--- src/rtl/store_data_aligner_if.sv ---
// Store request / memory write bus between a requester and the store data aligner.
interface store_data_aligner_if #(
  parameter int unsigned ADDR_W = 32
);
  logic              req_valid_i;
  logic              req_ready_o;
  logic [ADDR_W-1:0] addr_i;
  logic [31:0]       data_i;
  logic [1:0]        size_i;
  logic              mem_valid_o;
  logic              mem_ready_i;
  logic [ADDR_W-1:0] mem_addr_o;
  logic [31:0]       mem_wdata_o;
  logic [3:0]        mem_be_o;
  logic              misalign_o;
  logic [ADDR_W-1:0] misalign_addr_o;

  // Aligner side.
  modport slave (
    input  req_valid_i, addr_i, data_i, size_i, mem_ready_i,
    output req_ready_o, mem_valid_o, mem_addr_o, mem_wdata_o, mem_be_o,
           misalign_o, misalign_addr_o
  );

  // Requester / memory side.
  modport master (
    output req_valid_i, addr_i, data_i, size_i, mem_ready_i,
    input  req_ready_o, mem_valid_o, mem_addr_o, mem_wdata_o, mem_be_o,
           misalign_o, misalign_addr_o
  );
endinterface

--- src/rtl/store_data_aligner.sv ---
// Store data aligner: replicates SB/SH/SW data onto little-endian byte lanes, builds byte
// enables, queues legal writes in a small FIFO and flags misaligned or reserved stores.
module store_data_aligner #(
  parameter int unsigned ADDR_W = 32,
  parameter int unsigned DEPTH  = 2
) (
  input logic                clk_i,
  input logic                rst_i,
  store_data_aligner_if.slave bus
);
  localparam int unsigned PtrW = (DEPTH > 1) ? $clog2(DEPTH) : 1;
  localparam int unsigned CntW = $clog2(DEPTH + 1);

  logic [ADDR_W-1:0] addr_q [DEPTH];
  logic [31:0]       wdata_q [DEPTH];
  logic [3:0]        be_q [DEPTH];
  logic [PtrW-1:0]   wptr_q, rptr_q;
  logic [CntW-1:0]   count_q, count_d;
  logic              misalign_q, misalign_d;
  logic [ADDR_W-1:0] misalign_addr_q, misalign_addr_d;

  logic              legal;
  logic [31:0]       fmt_wdata;
  logic [3:0]        fmt_be;
  logic              accept, push, pop;
  logic [1:0]        offset;

  assign offset = bus.addr_i[1:0];

  // Lane formatting and legality of the incoming request.
  always_comb begin
    legal     = 1'b0;
    fmt_wdata = bus.data_i;
    fmt_be    = 4'b0000;
    case (bus.size_i)
      2'b00: begin
        legal     = 1'b1;
        fmt_wdata = {4{bus.data_i[7:0]}};
        fmt_be    = 4'b0001 << offset;
      end
      2'b01: begin
        legal     = ~offset[0];
        fmt_wdata = {2{bus.data_i[15:0]}};
        fmt_be    = 4'b0011 << offset;
      end
      2'b10: begin
        legal     = (offset == 2'b00);
        fmt_wdata = bus.data_i;
        fmt_be    = 4'b1111;
      end
      default: begin
        legal = 1'b0;
      end
    endcase
  end

  // Ready depends only on occupancy, so a pop never frees a slot in the same cycle.
  assign bus.req_ready_o = (count_q != CntW'(DEPTH));
  assign accept          = bus.req_valid_i & bus.req_ready_o;
  assign push            = accept & legal;
  assign bus.mem_valid_o = (count_q != '0);
  assign pop             = bus.mem_valid_o & bus.mem_ready_i;

  // Head outputs come straight from storage and read zero while empty.
  assign bus.mem_addr_o  = bus.mem_valid_o ? addr_q[rptr_q]  : '0;
  assign bus.mem_wdata_o = bus.mem_valid_o ? wdata_q[rptr_q] : '0;
  assign bus.mem_be_o    = bus.mem_valid_o ? be_q[rptr_q]    : '0;

  assign bus.misalign_o      = misalign_q;
  assign bus.misalign_addr_o = misalign_addr_q;

  // Occupancy and error-report next state.
  always_comb begin
    count_d = count_q;
    case ({push, pop})
      2'b10:   count_d = count_q + 1'b1;
      2'b01:   count_d = count_q - 1'b1;
      default: count_d = count_q;
    endcase
    misalign_d      = accept & ~legal;
    misalign_addr_d = (accept & ~legal) ? bus.addr_i : misalign_addr_q;
  end

  // FIFO storage, pointers and error registers.
  always_ff @(posedge clk_i or posedge rst_i) begin
    if (rst_i) begin
      for (int i = 0; i < int'(DEPTH); i++) begin
        addr_q[i]  <= '0;
        wdata_q[i] <= '0;
        be_q[i]    <= '0;
      end
      wptr_q          <= '0;
      rptr_q          <= '0;
      count_q         <= '0;
      misalign_q      <= 1'b0;
      misalign_addr_q <= '0;
    end else begin
      if (push) begin
        addr_q[wptr_q]  <= {bus.addr_i[ADDR_W-1:2], 2'b00};
        wdata_q[wptr_q] <= fmt_wdata;
        be_q[wptr_q]    <= fmt_be;
        wptr_q          <= (wptr_q == PtrW'(DEPTH - 1)) ? '0 : wptr_q + 1'b1;
      end
      if (pop) begin
        rptr_q <= (rptr_q == PtrW'(DEPTH - 1)) ? '0 : rptr_q + 1'b1;
      end
      count_q         <= count_d;
      misalign_q      <= misalign_d;
      misalign_addr_q <= misalign_addr_d;
    end
  end
endmodule

--- src/flat_wrapper.sv ---
// flat-port wrapper written by rule: the top's interface ports become plain ports
module store_data_aligner_flat 
#(
  parameter int unsigned ADDR_W = 32,
  parameter int unsigned DEPTH  = 2
)
  (clk_i, rst_i, bus_req_valid_i, bus_addr_i, bus_data_i, bus_size_i, bus_mem_ready_i, bus_req_ready_o, bus_mem_valid_o, bus_mem_addr_o, bus_mem_wdata_o, bus_mem_be_o, bus_misalign_o, bus_misalign_addr_o);
  store_data_aligner_if #(.ADDR_W(ADDR_W)) bus_i ();
  input logic clk_i;
  input logic rst_i;
  input wire logic [$bits(bus_i.req_valid_i)-1:0] bus_req_valid_i;
  input wire logic [$bits(bus_i.addr_i)-1:0] bus_addr_i;
  input wire logic [$bits(bus_i.data_i)-1:0] bus_data_i;
  input wire logic [$bits(bus_i.size_i)-1:0] bus_size_i;
  input wire logic [$bits(bus_i.mem_ready_i)-1:0] bus_mem_ready_i;
  output wire logic [$bits(bus_i.req_ready_o)-1:0] bus_req_ready_o;
  output wire logic [$bits(bus_i.mem_valid_o)-1:0] bus_mem_valid_o;
  output wire logic [$bits(bus_i.mem_addr_o)-1:0] bus_mem_addr_o;
  output wire logic [$bits(bus_i.mem_wdata_o)-1:0] bus_mem_wdata_o;
  output wire logic [$bits(bus_i.mem_be_o)-1:0] bus_mem_be_o;
  output wire logic [$bits(bus_i.misalign_o)-1:0] bus_misalign_o;
  output wire logic [$bits(bus_i.misalign_addr_o)-1:0] bus_misalign_addr_o;
  assign bus_i.req_valid_i = bus_req_valid_i;
  assign bus_i.addr_i = bus_addr_i;
  assign bus_i.data_i = bus_data_i;
  assign bus_i.size_i = bus_size_i;
  assign bus_i.mem_ready_i = bus_mem_ready_i;
  assign bus_req_ready_o = bus_i.req_ready_o;
  assign bus_mem_valid_o = bus_i.mem_valid_o;
  assign bus_mem_addr_o = bus_i.mem_addr_o;
  assign bus_mem_wdata_o = bus_i.mem_wdata_o;
  assign bus_mem_be_o = bus_i.mem_be_o;
  assign bus_misalign_o = bus_i.misalign_o;
  assign bus_misalign_addr_o = bus_i.misalign_addr_o;
  store_data_aligner #(.ADDR_W(ADDR_W), .DEPTH(DEPTH)) u_core (.clk_i(clk_i), .rst_i(rst_i), .bus(bus_i));
endmodule
--- config.mk ---
export PLATFORM = sky130hd
export DESIGN_NAME = store_data_aligner_flat
export DESIGN_NICKNAME = d
export VERILOG_FILES = /design/src/rtl/store_data_aligner_if.sv /design/src/rtl/store_data_aligner.sv /design/src/flat_wrapper.sv
export SDC_FILE = /design/constraint.sdc
export NUM_CORES = 1
export LEC_CHECK = 0
export ABC_CLOCK_PERIOD_IN_PS = 5500
export BUFFER_PORTS_ARGS = -buffer_cell sky130_fd_sc_hd__buf_2
export CORE_MARGIN = 10
export CORE_UTILIZATION = 41
export CTS_CLUSTER_DIAMETER = 150
export DETAILED_ROUTE_END_ITERATION = 10
export GPL_TIMING_DRIVEN = 0
export PLACE_DENSITY_LB_ADDON = 0.05
export SYNTH_ARGS = -nofsm -noshare
export SYNTH_HDL_FRONTEND = slang
export SYNTH_SLANG_ARGS = --single-unit
export TNS_END_PERCENT = 1
--- constraint.sdc ---
create_clock -name clk_i -period 5.5 [get_ports clk_i]
set_input_delay 0.55 -clock clk_i [delete_from_list [all_inputs] [get_ports clk_i]]
set_output_delay 0.55 -clock clk_i [all_outputs]
set_load 0.02 [all_outputs]
# Yosys cells after proc, flatten, opt, wreduce, memory -nomap -nowiden
# Index checks and enable logic that the tools add are counted.
[op_classes]
n_addsub = 4
n_lt_le_gt_ge = 3
n_eq_ne = 5
shift = 2
mux = 25
bitwise = 8
reduce_logical = 5
[op_table]
columns = ["op", "n"]
rows = [
  ["2-to-1 mux 32 bit", 9],
  ["bitwise mux 64 bit", 2],
  ["case mux 32 bit (2 select lines)", 1],
  ["demux 32 bit (select 1 bit)", 1],
  ["2-to-1 mux 4 bit", 5],
  ["case mux 4 bit (3 select lines)", 1],
  ["bitwise mux 8 bit", 1],
  ["bitwise AND 1 bit", 4],
  ["demux 4 bit (select 1 bit)", 1],
  ["equality test 2 x 1 -> 1 bit, second input constant", 2],
  ["equality test 2 bit, second input constant", 2],
  [">= comparator 2 bit, second input constant", 2],
  ["logical NOT 2 bit", 2],
  ["inverter 1 -> 2 bit", 2],
  ["case mux 2 bit (2 select lines)", 1],
  ["nonzero test 2 bit", 2],
  ["left shift 1 x 2 -> 4 bit, first input constant", 1],
  ["left shift 2 x 2 -> 4 bit, first input constant", 1],
  ["case mux 1 bit (3 select lines)", 1],
  ["adder 1 bit, second input constant", 2],
  ["adder 2 x 1 -> 2 bit, second input constant", 1],
  ["less-than comparator 2 x 1 -> 1 bit, second input constant", 1],
  ["2-to-1 mux 1 bit", 2],
  ["inequality test 2 bit, second input constant", 1],
  ["other kinds (3)", 4],
]
[totals]
regBits = 173
in_bits = 70
word_cells = 63

# Depth between registers and ports, before layout
# Gate-level depths: netlist (run 1).
[depth]
depth_word = 6
depth_mapped = 7
mapped_depth_nobuf = 7

# Worst setup path after synthesis (run 1)
# OpenSTA, ideal clock, no wires.
[synth_timing]
path_kind = "register to output"
start = "reg u_core.rptr_q"
end = "out bus_mem_addr_o[27]"
arrival_ns = 1.337
slack_ns = 3.613
path_stages_with_launch = 6
n_path_buf = 3
path_cell_list = "dfrtp_1 clkbuf_1 buf_2 buf_2 mux2i_1 nor2_1"
[synth_between]
elab_chain_cells = 5
[synth_lines]
columns = ["element", "line_no", "source"]
rows = [
  ["start: declaration", "store_data_aligner.sv:17", "logic [PtrW-1:0] wptr_q, rptr_q;"],
  ["start signal: assignment", "store_data_aligner.sv:105", "rptr_q <= (rptr_q == PtrW'(DEPTH - 1)) ? '0 : rptr_q + 1'b1;"],
  ["inverter 1 -> 2 bit (implied by the code)", "store_data_aligner.sv:65", "assign bus.mem_addr_o = bus.mem_valid_o ? addr_q[rptr_q] : '0;"],
  ["2-to-1 mux 32 bit (implied by the code) (3 in series)", "store_data_aligner.sv:65", ""],
  ["2-to-1 mux 32 bit", "store_data_aligner.sv:65", ""],
  ["end: declaration", "flat_wrapper.sv:18", "output wire logic [$bits(bus_i.mem_addr_o)-1:0] bus_mem_addr_o;"],
]
# No other way between the ends. The select of a mux whose other input is x is not followed.

# Worst setup path in the final report (run 1)
[layout_timing]
start = "reg u_core.count_q[1]"
end = "out bus_mem_wdata_o[18]"
[layout_between]
elab_chain_cells = 2
[layout_lines]
columns = ["element", "line_no", "source"]
rows = [
  ["start: declaration", "store_data_aligner.sv:18", "logic [CntW-1:0] count_q, count_d;"],
  ["start signal: assignment", "store_data_aligner.sv:107", "count_q <= count_d;"],
  ["nonzero test 2 bit", "store_data_aligner.sv:61", "assign bus.mem_valid_o = (count_q != '0);"],
  ["2-to-1 mux 32 bit", "store_data_aligner.sv:66", "assign bus.mem_wdata_o = bus.mem_valid_o ? wdata_q[rptr_q] : '0;"],
  ["end: declaration", "flat_wrapper.sv:19", "output wire logic [$bits(bus_i.mem_wdata_o)-1:0] bus_mem_wdata_o;"],
]
# No other way between the ends.

==> metrics.md, run 1 <==
| Metric | Value |
|---|---|
| Clock Skew | `~11 ps` |
| Num CTS Buffers | `17` |
| First-pass detailed-route iteration total | `6` |
| Sw power | `0.002560 W` |
| Fill count | `roughly 1700` |
| Worst Slack Setup Final | `approximately 2600 ps` |
| Power per Cell Area | `about 660 mW/mm²` |
| Fin. max-slew vios | `0` |
| WL met2 | `around 10000 µm` |
| XOR/XNOR Fraction of Synth Area | `0.005387` |
| Worst-Skew Late Latency | `approximately 420 ps` |
| Initial Util | `0.4177` |
| Worst-Margin Slew | `roughly 710 ps` |
| Share of post-route cells with drive strength above 1 | `0.5366` |
| Synth cell types | `28` |
| Pint | `between 0.004 and 0.005 W` |
| Top delay family on crit path | `buffers and inverters` |
| Mapped Cells | `approximately 580` |
| Finished Core Util | `0.5128` |
| Total Routing Usage GR | `0.1584` |
| Final wirelength | `a little over 20000 µm` |
| Critical Path RT | `between 4000 and 5000 ps` |
| Reg2Reg Depth | `5` |
| Synth Area in Adders | `0.001539` |
| Max VDD drop | `0.2929 mV` |
| Unrepaired setup endpoints after global routing | `no` |
| Fin crit share | `0.5304` |
| Crit end category | `output port` |
| Average size of a mapped cell | `~14 µm²` |
| Worst path max stage delay | `approximately 530 ps` |
| Status | `finished clean` |
| Sequential fraction of the synthesis area | `0.5202` |
| Post-CTS sizing | `0` |
| Post-DP HPWL | `between 10000 and 15000 µm` |
| Overflow after GRT | `0` |
| CP max stage cell | `clkbuf_1` |
| Core area | `0.01946 mm²` |
| Final nets | `837` |
| Mux share of post-synthesis cell area | `0.3799` |
| Maxcap violations | `0` |
| Sequential share of power | `0.329` |
| Logic pwr share | `0.477` |
| Die X-Extent | `160.8 µm` |
| H-tree levels | `4` |
| Synth-to-layout area growth | `22.78%` |
| CP Cell Sequence | `nor2_1 -> clkbuf_1 -> buf_1 -> nor2_1 -> buf_2` |
| Routed wl met3 | `around 1200 µm` |
| Worst setup SP type | `flip-flop` |
| Synthesized cell area | `between 0.008 and 0.009 mm²` |
| 1st-iter DRT viols | `approximately 190` |
| Hold Crit Class | `input port to asynchronous set/reset pin` |
| Clk pwr share | `0.193` |
| Root buf cell | `clkbuf_16` |
| Critical path class | `flip-flop to output port` |
| Length of routed wiring on met1 | `8957 µm` |
| Post-CTS Hold Buffers | `0` |
| Die ar. | `roughly 0.026 mm²` |
| Placer Congestion | `about 0.84` |
| Synth Area in Compound Gates | `0.01416` |
| Antenna cells | `0` |
| Postcts setup bufs | `0` |
| Total power | `roughly 0.0066 W` |
| Arrival time at the worst endpoint | `~2400 ps` |
| First-pass GRT wire length | `between 30000 and 40000 µm` |
| Vias per cell | `4.883` |
| Final ANT Viol Nets | `0` |
| DP Worst Slack | `~3000 ps` |
| Largest net degree at the start of global routing | `between 80 and 90` |
| Synth Area in Simple Gates | `0.04279` |
| FF+latch count, synth | `between 150 and 200` |
| Top Layer Used | `met4` |
| Setup violations, final | `0` |
| Initial antenna violation count | `0` |
| Fmax | `around 340 MHz` |
| DRC violations left | `0` |
| Clk buf depth | `2` |
| I/O Pins | `approximately 170` |
| Crit path max fanout | `10` |
| Period minus WS final | `a little under 3000 ps` |
| Row count | `roughly 50` |
| YS warnings | `0` |
| Clk sinks | `169` |
| Crit path buffers/inverters | `3` |
| CTS tree | `built` |
| Combinational family with the most area after synthesis | `multiplexers` |
| WL per Instance | `19.42 µm` |
| Critical path's most frequent cell | `nor2_1` |
| Hold Vio Cnt, Final | `0` |
| Total number of vias | `5098` |
| Lkg Pwr | `just over 5 nW` |
| DIE HEIGHT | `approximately 160 µm` |
| Slew HR | `0.5267` |
| WP depth | `5` |
| Switching fraction of total power | `0.3861` |
| Clock slew at reported path FFs | `70 ps` |
| IO Port Bufs | `around 170` |
| Vias in the first global route | `5746` |
==> Yosys cell counts (all sizes together) <==
library cell,number,area share
o21bai,1,0.00092
clkbuf,6,0.0028
mux2i,76,0.094
and2,1,0.00077
or3b,1,0.0011
ha,1,0.0015
nand4bb,1,0.0014
xnor2,3,0.0032
o21ai,9,0.0055
a21oi,1,0.0011
conb,1,0.00046
nor3,1,0.0020
buf,34,0.031
nand2,9,0.0042
mux2,180,0.29
o211ai,1,0.00092
nand2b,2,0.0015
xor2,2,0.0022
o31ai,1,0.00092
nor2,69,0.032
inv,4,0.0018
dfrtp,169,0.52
o311ai,1,0.0011
o2111ai,2,0.0037
==> layout make-up <==
cell class | instances | area (µm²) | share of cell area
timing repair buffer | 170 | 873.3 | 0.08750
inverter | 4 | 22.52 | 0.002256
clock inverter | 13 | 182.7 | 0.01830
multi-input combinational | 364 | 3615 | 0.3622
sequential | 169 | 4229 | 0.4237
clock buffer | 19 | 452.9 | 0.04538
tap | 265 | 331.6 | 0.03322
buffer | 40 | 274.0 | 0.02745
==> power groups by stage <==
stage	combinational, W	sequential, W	clock [W]
floorplan	0.00215	0.00227	0
global placement	0.00319	0.00216	0
detailed placement	0.00323	0.00221	0
CTS	0.00324	0.00218	0.00132
global route	0.00343	0.00226	0.00137
finish	0.00317	0.00218	0.00128
==> flip-flops by register name, summed over array words and instances, names as in the netlist <==
name	count
u_core.addr_q	60
u_core.be_q	8
u_core.bus.misalign_addr_o	32
u_core.bus.misalign_o	1
u_core.count_q	2
u_core.rptr_q	1
u_core.wdata_q	64
u_core.wptr_q	1
==> metal layers <==
layer  up-vias  global-route usage
met2       126              0.2586
met3         9             0.05164
met5         -                   0
met1      2569              0.1992
li1       2394                   -
met4         0             0.03846
==> kinds of logic (layout without fill, tap and decap cells) <==
group	count (synthesis)	count (layout)
AO/OA/AOI/OAI	16	16
XOR/XNOR	5	5
adder cells (fa/ha/maj)	1	1
buffers and inverters	44	246
flip-flops	169	169
multiplexers	256	256
other	1	2
AND/OR/NAND/NOR	84	84
==> worst paths after layout <==
kind | start | endpoint | slack, ps
hold / removal | rst_i | u_core.bus.misalign_addr_o[6] | 180
max in group asynchronous | rst_i | u_core.wdata_q[29] | 4470
setup reg to reg | u_core.count_q[0] | u_core.bus.misalign_addr_o[5] | 3790
hold reg to reg | u_core.bus.misalign_addr_o[21] | u_core.bus.misalign_addr_o[21] | 500
setup / recovery | u_core.count_q[1] | bus_mem_wdata_o[18] | 2580
min in group clk_i | bus_addr_i[9] | u_core.addr_q[9] | 390
==> per-stage QoR <==
step | hold slack [ps] | setup TNS, ps | area (µm²) | std cells
3_5_place_dp | 488.1 | 0 | 9345 | 1012
4_1_cts | 222.9 | 0 | 9981 | 1044
5_1_grt | 243.1 | 0 | 9981 | 1044
2_1_floorplan | 464.4 | 0 | 8133 | 577
3_3_place_gp | 481.2 | -239370 | 9310 | 1011
6_report | 184.9 | 0 | 9981 | 1044
==> layout by cell type (no fill, tap or decap), types with 4 or more instances in the layout <==
master / instances
buf_2: 184
dfrtp_1: 169
mux2_2: 100
mux2_4: 80
mux2i_1: 76
nor2_1: 69
clkbuf_16: 17
buf_6: 13
nand2_1: 9
o21ai_0: 9
clkbuf_1: 6
inv_6: 5
buf_1: 4
Note: power is estimated with default switching activity, not from simulation.
==> inputs of run 2 (changes only) <==
ABC_AREA = 1   (was not set)
ABC_CLOCK_PERIOD_IN_PS = 3000   (was 5500)
clock period = 3 ns   (was 5.5 ns; I/O delays follow)
==> run 2 against run 1 <==
Against the previous run: power rose by 71%; clock power rose by 73%; global-route usage rose by 5.0 points; utilization rose by 0.58 points; critical path type unchanged; critical endpoint is now bus_mem_addr_o[27]; highest routed layer unchanged.
==> metrics.md, run 2 <==
| Metric | Value |
|---|---|
| Crit path max fanout | `10 (unchanged)` |
| Fill count | `1966 (was 1739)` |
| XOR/XNOR Fraction of Synth Area | `0.003309 (was 0.005387)` |
| Synth Flop Type | `dfrtp_1 (unchanged)` |
| Crit path buffers/inverters | `3 (unchanged)` |
| Top delay family on crit path | `buffers and inverters (unchanged)` |
| Clk sinks | `169 (unchanged)` |
| Commonest cells in the netlist | `nand2_1 (569), dfrtp_1 (169), nand3_1 (140) (was dfrtp_1 (169), mux2_2 (100), mux2_4 (80))` |
| Vias per cell | `4.935 (was 4.883)` |
| Status | `finished clean (unchanged)` |
| Top post-synthesis cells by area | `dfrtp_1 (53%), nand2_1 (27%), nand3_1 (8.8%), a21oi_1 (4.2%), buf_2 (1.6%) (was dfrtp_1 (52%), mux2_4 (15%), mux2_2 (14%), mux2i_1 (9.4%), nor2_1 (3.2%))` |
| Most flop-heavy register | `u_core.wdata_q (unchanged)` |
| Arrival time at the worst endpoint | `2610 ps (was 2370 ps)` |
| CP Cell Sequence | `nor2_1 -> clkbuf_2 -> buf_1 -> a21oi_1 -> buf_2 (was nor2_1 -> clkbuf_1 -> buf_1 -> nor2_1 -> buf_2)` |
| Clock Skew | `4.811 ps (was 10.55 ps)` |
| Synth cell types | `21 (was 28)` |
| CP max stage cell | `buf_1 (was clkbuf_1)` |
| Crit end category | `output port (unchanged)` |
| 1st-iter DRT viols | `656 (was 189)` |
| Logic pwr share | `0.462 (was 0.477)` |
| Synth area leader | `dfrtp_1 (unchanged)` |
| WL per Instance | `17.43 µm (was 19.42 µm)` |
| Mapped Cells | `1060 (was 576)` |
| Critical path class | `flip-flop to output port (unchanged)` |
| Hold Crit Class | `input port to flip-flop (was input port to asynchronous set/reset pin)` |
| Switching fraction of total power | `0.4588 (was 0.3861)` |
| Placed cell count | `1495 (was 1012)` |
| Number of enable flip-flop cells after synthesis | `0 (unchanged)` |
| Hold Startpoint | `bus_addr_i[9]` |
| Largest net degree at the start of global routing | `40 (was 88)` |
| Maxcap violations | `0 (unchanged)` |
| Row count | `50 (was 51)` |
| Period minus WS final | `2914 ps` |
| Share of post-route cells with drive strength above 1 | `0.1948 (was 0.5366)` |
| First-pass detailed-route iteration total | `5 (was 6)` |
| Non-Filler Instances | `1530 (was 1044)` |
| Final ANT Viol Nets | `0 (unchanged)` |
| Unrepaired setup endpoints after global routing | `no (unchanged)` |
| Worst path max stage delay | `510 ps (was 530 ps)` |
| Post-DP HPWL | `19870 µm (was 14960 µm)` |
| Most frequent cells in the layout | `nand2_1 (569), buf_2 (196), dfrtp_1 (169), nand3_1 (140), a21oi_1 (67) (was buf_2 (184), dfrtp_1 (169), mux2_2 (100), mux2_4 (80), mux2i_1 (76))` |
| Power per Cell Area | `1161 mW/mm² (was 664.3 mW/mm²)` |
| Reg2Reg Depth | `6 (was 5)` |
| Combinational family with the most area after synthesis | `simple AND/OR/NAND/NOR gates (was multiplexers)` |
| Fmax | `about 340 MHz` |
| Worst Slack Setup Final | `86.46 ps (was 2583 ps)` |
| Cell depth of the worst hold path | `3` |
| Critical Path RT | `2700 ps (was 4950 ps)` |
| Most common cell after layout, fill and taps aside | `nand2_1 (was buf_2)` |
| I/O Pins | `173 (unchanged)` |
| Mux share of post-synthesis cell area | `0 (was 0.3799)` |
| Total power | `0.01137 W (was 0.006630 W)` |
| Max VDD drop | `0.5523 mV (was 0.2929 mV)` |
| CTS tree | `built (unchanged)` |
| Initial Util | `0.4203 (was 0.4177)` |
| Worst setup SP type | `flip-flop (unchanged)` |
| DIE HEIGHT | `159.2 µm (was 160.8 µm)` |
| FF-to-FF setup slack | `970 ps (was 3790 ps)` |
| IO Port Bufs | `170 (was 169)` |
| Overflow after GRT | `0 (unchanged)` |
| Setup total negative slack | `0 ps (unchanged)` |
| Synth top area share | `0.5326 (was 0.5202)` |
| Ys async rst share | `1.000 (unchanged)` |
| Final wirelength | `26670 µm (was 20280 µm)` |
| Hold Path Sink | `u_core.bus.misalign_addr_o[9]` |
| Die X-Extent | `159.2 µm (was 160.8 µm)` |
| Initial antenna violation count | `2 (was 0)` |
| Pint | `0.006154 W (was 0.004070 W)` |
| Clock slew at reported path FFs | `70 ps (about the same)` |
| Core area | `0.01889 mm² (was 0.01946 mm²)` |
| Slew HR | `0.4942 (was 0.5267)` |
| Total number of vias | `7551 (was 5098)` |
| Setup violations, final | `0 (unchanged)` |
| Worst-Skew Late Latency | `440 ps (was 420 ps)` |
| Worst reg2reg path startpoint | `u_core.wptr_q (was u_core.count_q[0])` |
| Synth Area in Simple Gates | `0.3673 (was 0.04279)` |
| Synthesized cell area | `0.007940 mm² (was 0.008129 mm²)` |
| Sequential fraction of the synthesis area | `0.5326 (was 0.5202)` |
| Fin. max-slew vios | `0 (unchanged)` |
| First-pass GRT wire length | `41900 µm (was 32330 µm)` |
| Die ar. | `0.02533 mm² (was 0.02586 mm²)` |
| FF+latch count, synth | `169 (unchanged)` |
| Total Routing Usage GR | `0.2081 (was 0.1584)` |
| Clk buf depth | `2 (unchanged)` |
| Clk pwr share | `0.195 (was 0.193)` |
| Sw power | `0.005217 W (was 0.002560 W)` |
| Average size of a mapped cell | `7.491 µm² (was 14.11 µm²)` |
| YS warnings | `0 (unchanged)` |
| Vias in the first global route | `7291 (was 5746)` |
| Hold Vio Cnt, Final | `0 (unchanged)` |
| Worst-Margin Slew | `757.2 ps (was 709.9 ps)` |
| Lkg Pwr | `5.397 nW (was 5.090 nW)` |
| Fin crit share | `0.9712` |
| Sequential share of power | `0.343 (was 0.329)` |
| R2r endpoint | `u_core.be_q[4] (was u_core.bus.misalign_addr_o[5])` |
| Synth Area in Compound Gates | `0.04475 (was 0.01416)` |
| DRC violations left | `0 (unchanged)` |
| Synth Area in Adders | `0.001576 (was 0.001539)` |
| Flip-flop count of the largest register after layout | `64 (unchanged)` |
| Final nets | `1326 (was 837)` |
| DP Worst Slack | `399.5 ps (was 2981 ps)` |
| Most common cell in the synthesized netlist | `nand2_1 (was dfrtp_1)` |
| Synth-to-layout area growth | `23.40% (was 22.78%)` |
| H-tree levels | `4 (unchanged)` |
| Root buf cell | `clkbuf_16 (unchanged)` |
| Num CTS Buffers | `17 (unchanged)` |
| Placer Congestion | `0.8707 (was 0.8401)` |
-- run 2: power by group through the flow --
| stage | sequential, W | combinational, W | clock (W) |
|---|---|---|---|
| 2_1_floorplan | 0.00409 | 0.00320 | 0 |
| 3_3_place_gp | 0.00391 | 0.00526 | 0 |
| 3_5_place_dp | 0.00392 | 0.00531 | 0 |
| 4_1_cts | 0.00390 | 0.00533 | 0.00224 |
| 5_1_grt | 0.00403 | 0.00584 | 0.00235 |
| 6_report | 0.00390 | 0.00525 | 0.00221 |
-- run 2: kinds of logic (layout without fill, tap and decap cells) --
group                      count (synthesis)  in the layout
other                                      1              4
xor gates and xnor gates                   3              3
adders and majority gates                  1              1
and+or+nand+nor                          725            725
DFF                                      169            169
AOI/OAI and AO/OA                         71             71
buffers and inverters                     90            297
-- run 2: worst max-delay path by stage --
| stage | start | to | slack (ps) | depth (start not counted) |
|---|---|---|---|---|
| finish | u_core.count_q[0] | bus_mem_addr_o[27] | 90 | 5 |
| global route | u_core.count_q[0] | bus_mem_wdata_o[15] | 30 | 5 |
| CTS | u_core.count_q[0] | bus_mem_addr_o[27] | 150 | 5 |
| detailed placement | u_core.count_q[0] | bus_mem_addr_o[27] | 400 | 5 |
| global placement | rst_i | u_core.bus.misalign_addr_o[20] | -700 | 2 |
| floorplan | rst_i | u_core.addr_q[10] | 550 | 1 |
-- run 2: metrics by stage --
stage,utilization,hold slack [ps],cell area (µm²)
3_5_place_dp,0.4872,458.2,9204
2_1_floorplan,-,409.6,7948
5_1_grt,0.5185,96.99,9796
3_3_place_gp,0.4829,453.0,9124
6_report,0.5186,85.84,9798
4_1_cts,0.5183,82.39,9793
-- run 2: layout make-up --
type	instances	area (µm²)	share of cell area
Tap cell	260	325.3	0.03320
Timing Repair Buffer	175	940.9	0.09603
Multi-Input combinational cell	802	3318	0.3387
Buffer	76	345.3	0.03524
Sequential cell	169	4229	0.4316
Clock inverter	13	145.1	0.01481
Inverter	14	56.30	0.005746
Clock buffer	19	432.9	0.04418
Antenna cell	2	5.005	0.0005108
-- run 2: timing repair --
| item | 4_1_cts | 5_1_grt |
|---|---|---|
| setup endpoints to repair | 8 | 0 |
| endpoints found under the hold margin | 4 | 0 |
| buffers inserted | 0 | 0 |
| gates resized for setup | 1 | 0 |
| hold buffers | 1 | 0 |
-- run 2: tightest hold or removal path, cell delays in order --
cell	delay, ps
buf_2	100
nand2_1	50
nand2_1	40
-- run 2: per-layer routing --
metal  share of wire  GRT usage  up-vias
met3           0.066    0.04157       31
met2            0.47     0.3275      243
met5               0          0        -
li1                -          -     3739
met4           0.015    0.06403        0
met1            0.45     0.2826     3538
